### src/rtl/fault_pkg.sv
// Shared types for the fault supervision path: detector state encoding,
// recovery controller states and fault flag bit positions.
package fault_pkg;

   // Detector state as produced by fault_detector; 2'b11 is read as FAULT.
   typedef enum logic [1:0] {
      NORMAL  = 2'b00,
      WARNING = 2'b01,
      FAULT   = 2'b10
   } det_state_t;

   // Recovery controller sequencing states.
   typedef enum logic [2:0] {
      RUN,
      DERATE,
      SHUTDOWN,
      COOLDOWN,
      RETRY,
      LOCKOUT
   } ctrl_state_t;

   // Bit positions inside fault_flags / mask_reg / fault_log.
   localparam int UNDERVOLTAGE = 0;
   localparam int OVERTEMP     = 1;
   localparam int OVERVOLTAGE  = 2;
   localparam int OVERCURRENT  = 3;

   // Both FAULT encodings (10 and 11) share the upper bit.
   function automatic logic det_is_fault(input logic [1:0] s);
      return s[1];
   endfunction

endpackage

### src/rtl/fault_timer.sv
// Down-counter used for the cooldown, detector-reset hold and stable windows.
// While load is high the counter is primed with CYCLES-1; while en is high it
// counts down to zero and then holds, so done marks the CYCLES-th enabled clock.
module fault_timer #(
   parameter int CYCLES = 1,
   localparam int W = $clog2(CYCLES + 1)
) (
   input  logic clk,
   input  logic reset,
   input  logic load,
   input  logic en,
   output logic done
);

   logic [W-1:0] count;

   // Load has priority over counting; the counter saturates at zero.
   always_ff @(posedge clk or posedge reset) begin
      if (reset) begin
         count <= '0;
      end else if (load) begin
         count <= W'(CYCLES - 1);
      end else if (en && (count != '0)) begin
         count <= count - 1'b1;
      end
   end

   assign done = (count == '0);

endmodule

### src/rtl/fault_recovery_controller.sv
// Supervisory recovery sequencer behind fault_detector: runs
// shutdown -> cooldown -> detector reset -> retry and locks out after
// MAX_RETRY consecutive shutdowns. Owns the detector fault mask.
// Optional feature: define FAULT_LOG_EN to latch sticky fault causes into
// fault_log; without it fault_log is tied to zero.
module fault_recovery_controller
   import fault_pkg::*;
#(
   parameter int MAX_RETRY       = 3,
   parameter int COOLDOWN_CYCLES = 20,
   parameter int DET_RST_CYCLES  = 2,
   parameter int STABLE_CYCLES   = 50,
   localparam int RW = $clog2(MAX_RETRY + 1)
) (
   input  logic          clk,
   input  logic          reset,
   input  logic [1:0]    det_state,
   input  logic [3:0]    fault_flags,
   input  logic          mask_wr_en,
   input  logic [3:0]    mask_wr_data,
   input  logic          sw_clear,
   output logic [3:0]    mask_reg,
   output logic          power_en,
   output logic          derate,
   output logic          det_reset,
   output logic          lockout,
   output logic [RW-1:0] retry_cnt,
   output logic [3:0]    fault_log
);

   ctrl_state_t   state;
   logic          is_fault;
   logic          is_warning;
   logic          is_normal;
   logic          clean_run;
   logic          cool_done;
   logic          hold_done;
   logic          stable_done;
   logic          shutdown_entry;
   logic [RW-1:0] retry_inc;

   assign is_fault       = det_is_fault(det_state);
   assign is_warning     = (det_state == WARNING);
   assign is_normal      = (det_state == NORMAL);
   assign clean_run      = (state == RUN) && is_normal;
   assign shutdown_entry = ((state == RUN) || (state == DERATE)) && is_fault;
   assign retry_inc      = (retry_cnt == RW'(MAX_RETRY)) ? retry_cnt : retry_cnt + 1'b1;

   // Timers stay primed outside their own state, so entry needs no extra load logic.
   fault_timer #(.CYCLES(COOLDOWN_CYCLES)) u_cooldown_timer (
      .clk   (clk),
      .reset (reset),
      .load  (state != COOLDOWN),
      .en    (state == COOLDOWN),
      .done  (cool_done)
   );

   fault_timer #(.CYCLES(DET_RST_CYCLES)) u_hold_timer (
      .clk   (clk),
      .reset (reset),
      .load  (state != RETRY),
      .en    (state == RETRY),
      .done  (hold_done)
   );

   // Any non-clean cycle or leaving RUN restarts the stable window.
   fault_timer #(.CYCLES(STABLE_CYCLES)) u_stable_timer (
      .clk   (clk),
      .reset (reset),
      .load  (!clean_run),
      .en    (clean_run),
      .done  (stable_done)
   );

   // Recovery sequencer; outputs are updated together with the state they belong to.
   always_ff @(posedge clk or posedge reset) begin
      if (reset) begin
         state     <= RUN;
         power_en  <= 1'b1;
         derate    <= 1'b0;
         det_reset <= 1'b0;
         lockout   <= 1'b0;
         retry_cnt <= '0;
      end else begin
         case (state)
            RUN: begin
               if (is_fault) begin
                  state     <= SHUTDOWN;
                  power_en  <= 1'b0;
                  retry_cnt <= retry_inc;
               end else if (is_warning) begin
                  state  <= DERATE;
                  derate <= 1'b1;
               end else if (stable_done) begin
                  retry_cnt <= '0;
               end
            end
            DERATE: begin
               if (is_fault) begin
                  state     <= SHUTDOWN;
                  power_en  <= 1'b0;
                  derate    <= 1'b0;
                  retry_cnt <= retry_inc;
               end else if (is_normal) begin
                  state  <= RUN;
                  derate <= 1'b0;
               end
            end
            SHUTDOWN: begin
               if (retry_cnt == RW'(MAX_RETRY)) begin
                  state   <= LOCKOUT;
                  lockout <= 1'b1;
               end else begin
                  state <= COOLDOWN;
               end
            end
            COOLDOWN: begin
               if (cool_done) begin
                  state     <= RETRY;
                  det_reset <= 1'b1;
               end
            end
            RETRY: begin
               if (hold_done) begin
                  state     <= RUN;
                  det_reset <= 1'b0;
                  power_en  <= 1'b1;
               end
            end
            LOCKOUT: begin
               if (sw_clear) begin
                  state     <= COOLDOWN;
                  lockout   <= 1'b0;
                  retry_cnt <= '0;
               end
            end
            default: begin
               state     <= RUN;
               power_en  <= 1'b1;
               derate    <= 1'b0;
               det_reset <= 1'b0;
               lockout   <= 1'b0;
            end
         endcase
      end
   end

   // Software mask writes land on the edge after the strobe, in any state.
   always_ff @(posedge clk or posedge reset) begin
      if (reset) begin
         mask_reg <= '0;
      end else if (mask_wr_en) begin
         mask_reg <= mask_wr_data;
      end
   end

`ifdef FAULT_LOG_EN
   // Sticky cause log: unmasked flags OR-ed in on each shutdown entry; sw_clear wins.
   always_ff @(posedge clk or posedge reset) begin
      if (reset) begin
         fault_log <= '0;
      end else if (sw_clear) begin
         fault_log <= '0;
      end else if (shutdown_entry) begin
         fault_log <= fault_log | (fault_flags & ~mask_reg);
      end
   end
`else
   logic unused_log_inputs;
   assign unused_log_inputs = ^{fault_flags, shutdown_entry};
   assign fault_log         = 4'b0000;
`endif

endmodule
### config.mk
export PLATFORM = sky130hd
export DESIGN_NAME = fault_recovery_controller
export DESIGN_NICKNAME = d
export VERILOG_FILES = /design/src/rtl/fault_pkg.sv /design/src/rtl/fault_timer.sv /design/src/rtl/fault_recovery_controller.sv
export SDC_FILE = /design/constraint.sdc
export NUM_CORES = 1
export LEC_CHECK = 0
export BUFFER_PORTS_ARGS = -buffer_cell sky130_fd_sc_hd__buf_4
export CORE_MARGIN = 1.5
export CORE_UTILIZATION = 45
export CTS_BUF_LIST = sky130_fd_sc_hd__clkbuf_2 sky130_fd_sc_hd__clkbuf_4 sky130_fd_sc_hd__clkbuf_8
export CTS_CLUSTER_DIAMETER = 80
export DETAILED_ROUTE_END_ITERATION = 16
export GPL_TIMING_DRIVEN = 0
export PLACE_DENSITY = 0.63
export SETUP_SLACK_MARGIN = 0.2
export SLEW_MARGIN = 20
export SYNTH_ARGS = -nofsm -noshare
export SYNTH_HDL_FRONTEND = slang
export SYNTH_SLANG_ARGS = --single-unit
### constraint.sdc
create_clock -name clk -period 2.73 [get_ports clk]
set_input_delay 0 -clock clk [delete_from_list [all_inputs] [get_ports clk]]
set_output_delay 0 -clock clk [all_outputs]
set_load 0.05 [all_outputs]
# Word-level counts from Yosys, hierarchy flattened
# Cells that the tools add are included.
# word_totals
reg_bits	26
# classes
add_sub_neg	4
n_eq_ne	22
n_mux	36
bitwise	4
reduce_logical	26
# op_table
operator	count
3-bit two-way mux	8
3-bit one-hot mux with 6 select lines	1
2-bit two-way mux	8
2-bit != test, second input constant	8
3-bit != test, second input constant	5
6-bit two-way mux	2
1-bit one-hot mux with 3 select lines	4
4-bit OR reduction	3
1-bit two-way mux	10
5-bit two-way mux	2
5-bit AND reduction	2
3-bit AND reduction	3
3-bit by 2-bit == test with 1-bit output, second input constant	2
3-bit == test, second input constant	2
6-bit logical NOT	1
2-bit one-hot mux with 3 select lines	1
2-bit nonzero test	3
6-bit nonzero test	1
6-bit by 1-bit subtractor with 6-bit output, second input constant	1
5-bit logical NOT	1
5-bit nonzero test	1
5-bit by 1-bit subtractor with 5-bit output, second input constant	1
1-bit logical AND	4
2-bit logical NOT	2
other kinds (13)	16

# Longest topological paths before layout
# logic_depth
ltp_word	5
ltp_mapped	6

# Cells and area by module
# Synthesis repeated with hierarchy kept, for this count alone.
# unflattened
hier_cells	166
area_unflattened_um2	1596.5
# modules_own_cells
mod	instances	cells_each	area_each_um2	seq_area_each_um2
fault_recovery_controller	1	86	822.0	326.6
fault_timer (u_stable_timer)	1	41	369.1	150.1
fault_timer (u_cooldown_timer)	1	27	285.3	125.1
fault_timer (u_hold_timer)	1	12	120.1	50.0

# Worst setup path after synthesis
# No wires, ideal clock.
# synth_path
path_type	register -> register
start	register u_hold_timer.count[0]
end	register state[0]
setup_ns	0.125
t_arrival_ns	1.571
required_time_ns	2.605
slack_ns	1.034
path_stages_with_launch	7
path_cell_list	dfrtp_1 > inv_1 > ha_1 > nor2b_1 > or3b_1 > o41ai_1 > mux2_2
# synth_between
elab_chain_cells	3
# synth_lines
element	line	source
start: declaration	fault_timer.sv:15	logic [W-1:0] count;
start signal: assignment	fault_timer.sv:22	count <= W'(CYCLES - 1);
start signal: assignment	fault_timer.sv:24	count <= count - 1'b1;
2-bit logical NOT	fault_timer.sv:28	assign done = (count == '0);
2-bit != test (no line)	n/a	
5-bit AND reduction (no line)	n/a	
end signal: assignment	fault_recovery_controller.sv:78	state <= RUN;
end signal: assignment	fault_recovery_controller.sv:88	state <= SHUTDOWN;
end signal: assignment	fault_recovery_controller.sv:92	state <= DERATE;
end: declaration	fault_recovery_controller.sv:31	ctrl_state_t state;
# No other way between the ends.
# A chain may end at the register's enable or synchronous reset.

# Final worst setup path
# Same ends and word-level chain as after synthesis.

==> flow_summary.json <==
{
  "status": "finished clean",
  "crit_path_max_fanout": 4,
  "rows": 20,
  "grt_first_pass_wirelength_um": 4570,
  "insertedDiodeCount": 0,
  "layout_min_cycle_time_ns": 1.79,
  "rsz0062_at_grt": "no",
  "cp.required_ns": 2.95,
  "clk_path_buf_depth": 2,
  "fin_tns_setup_ns": 0,
  "fin_nets": 197,
  "netlist_instances": 142,
  "grt_max_degree": 27,
  "power.density_mw_per_mm2": 832,
  "max_stage_delay_ns": 0.40,
  "cts_max_level": 1,
  "placedCellCount": 208,
  "clk_pin_slew_ns": 0.14,
  "worstReg2RegStart": "u_hold_timer.count[0]$_DFFE_PP0P_",
  "hold_violations": 0,
  "wirelength_um": 2600,
  "dieWidth_um": 59.1,
  "vdd.ir_drop.worst_v": 0.000531,
  "drtPass1Iterations": 4,
  "io_buffers": 19,
  "holdPathEnd": "u_stable_timer.count[2]$_DFFE_PP0P_",
  "drt_iter0_markers": 12,
  "rr_worst_depth": 6,
  "fin_crit_sh_pct": 65.6,
  "area_growth_pct": 24.4,
  "avgSynthCellArea_um2": 9.97,
  "setup.worst_path.end_class": "flop",
  "synthFlopType": "dfrtp_1",
  "path_class": "flop to flop",
  "root_buffer": "clkbuf_4",
  "seq_area_frac_synth_pct": 46.1,
  "nFillCells": 284,
  "cts.sinks": 26,
  "synthArstFlopShare_pct": 100,
  "cp-start-kind": "flop",
  "largest_reg_flops": 6,
  "numCtsBuffers": 3,
  "slew_headroom_pct": 37.4,
  "p_leak_uw": 0.000753,
  "post-cts-setup-buffers": 0,
  "die_h_um": 59.1,
  "yosysWarnings": 0,
  "hp-start": "det_state[0]",
  "dieArea_mm2": 0.00349,
  "p_total_uw": 1460,
  "crit_path_top_delay_cell": "or3b_1",
  "detail-route-antenna-nets": 0,
  "cts_resized": 0,
  "cp_top_family": "simple AND/OR/NAND/NOR gates",
  "vias": 1086,
  "clkLatencyLatePin_ns": 0.32,
  "drc": 0,
  "synth_edf_count": 0,
  "cts_tree": "yes",
  "ys_ff_latch": 26,
  "max_slew.worst_pin.slew_ns": 0.934,
  "max_freq_ghz": 0.558,
  "io_pins": 28,
  "synth_cell_types": 39,
  "path_buf_inv": 1,
  "netlist_area_mm2": 0.00142,
  "grt_pass1_vias": 1039,
  "drv_cap": 0,
  "fin_ws_ns": 0.939,
  "final_cells": 222,
  "place_hpwl_um": 1890,
  "coreArea_mm2": 0.00303,
  "r2r_end": "state[0]$_DFFE_PP0P_",
  "worstHoldPathType": "primary input to flop",
  "crit_chain": "inv_1 > ha_1 > nor2b_1 > or3b_1 > o41ai_1 > mux2_2",
  "critPathArrivalTime_ns": 2.01,
  "antenna_found_initial": 0,
  "whs_ns": 0.0469,
  "setup_viol": 0,
  "drive_gt1_share_pct": 23.0,
  "pre_cts_slack_ns": 0.953,
  "routedWlPerCell_um": 11.7,
  "min_path_cells": 4,
  "start_util_pct": 46.7,
  "grt_use_total_pct": 17.0,
  "slew_violations": 0,
  "grt_overflow_total": 0,
  "gp_congestion": 0.820,
  "via_per_inst": 4.89,
  "finalClockSkew_ns": 0.00229,
  "r2r_setup_slack_ns": 0.94
}
==> area by class of cell <==
class / instances / area [µm²] / share of cell area, %
multi-input cells: 100 / 684 / 38.9
inverters: 12 / 45.0 / 2.56
clock buffers: 4 / 36.3 / 2.06
flip-flops and latches: 26 / 652 / 37.0
well taps: 44 / 55.1 / 3.13
repair buffers: 29 / 243 / 13.8
plain buffers: 7 / 45.0 / 2.56
==> cells in the final DEF, fill, tap and decap left out, drive strengths merged, types with 4 or more instances in the layout <==
cell type	count
a21oi	7
buf	26
clkbuf	4
conb	4
dfrtp	25
dlygate4sd3	10
ha	4
inv	11
mux2	7
nand2	11
nor2	8
nor2b	5
nor3	5
o21ai	10
xnor2	5
==> per-stage QoR <==
| stage | area [µm²] | util, % |
|---|---|---|
| after floorplan | 1430 | - |
| after global placement | 1620 | 53.6 |
| after detailed placement | 1620 | 53.6 |
| after CTS | 1750 | 57.8 |
| after global routing | 1760 | 58.1 |
| final | 1760 | 58.1 |
==> power breakdown <==
group	total, µW	switching, µW	internal [µW]
registers	557	83.3	473
logic	711	432	278
clock network	197	116	81.5
total	1460	631	833
==> metal layers <==
| metal | wire length (µm) | GRT usage (%) | vias up |
|---|---|---|---|
| met1 | 1270 | 22.5 | 506 |
| met5 | 0 | 0 | - |
| met3 | 74 | 2.62 | 4 |
| li1 | - | - | 554 |
| met2 | 1220 | 28.3 | 22 |
| met4 | 29 | 5.84 | 0 |
==> cell families after synthesis <==
family / share of synthesized area [%]
multiplexers: 6.28
buffers and inverters: 6.37
AND/OR/NAND/NOR: 19.6
AO/OA/AOI/OAI: 12.9
flip-flops: 46.1
other: 0.265
adder cells (fa/ha/maj): 3.54
XOR/XNOR: 4.95
==> cells in the mapped netlist, drive strengths merged, types with 3 or more instances <==
library cell / number / share of area (%)
a21oi: 7 / 2.5
a31oi: 3 / 1.3
buf: 7 / 3.2
dfrtp: 25 / 44
ha: 4 / 3.5
inv: 12 / 3.2
mux2: 7 / 5.6
nand2: 11 / 2.9
nand2b: 3 / 1.3
nor2: 8 / 2.1
nor2b: 5 / 2.2
nor3: 5 / 1.8
o21ai: 10 / 3.5
or3: 3 / 1.7
xnor2: 5 / 3.1
xor2: 3 / 1.9
==> what timing repair did <==
item	CTS	global route
hold buffers	9	1
setup endpoints to repair	0	0
endpoints found under the hold margin	29	1
==> worst max path at each step <==
stage	from	to	slack (ns)	cells past startpoint
floorplan	u_hold_timer.count[0]$_DFFE_PP0P_	state[0]$_DFFE_PP0P_	1.03	6
global placement	u_hold_timer.count[0]$_DFFE_PP0P_	state[0]$_DFFE_PP0P_	0.98	6
detailed placement	u_hold_timer.count[0]$_DFFE_PP0P_	state[0]$_DFFE_PP0P_	0.95	6
CTS	u_hold_timer.count[0]$_DFFE_PP0P_	state[0]$_DFFE_PP0P_	0.93	6
global route	u_cooldown_timer.count[0]$_DFFE_PP0P_	state[0]$_DFFE_PP0P_	0.78	6
finish	u_hold_timer.count[0]$_DFFE_PP0P_	state[0]$_DFFE_PP0P_	0.94	6
==> worst register-to-register path, cell delays in order (launching register included) <==
cell and delay, ns:
dfrtp_1 0.39, inv_1 0.05, ha_1 0.23, nor2b_1 0.15, or3b_1 0.40, o41ai_1 0.10
mux2_2 0.38
Note: power is estimated with default switching activity, not from simulation.
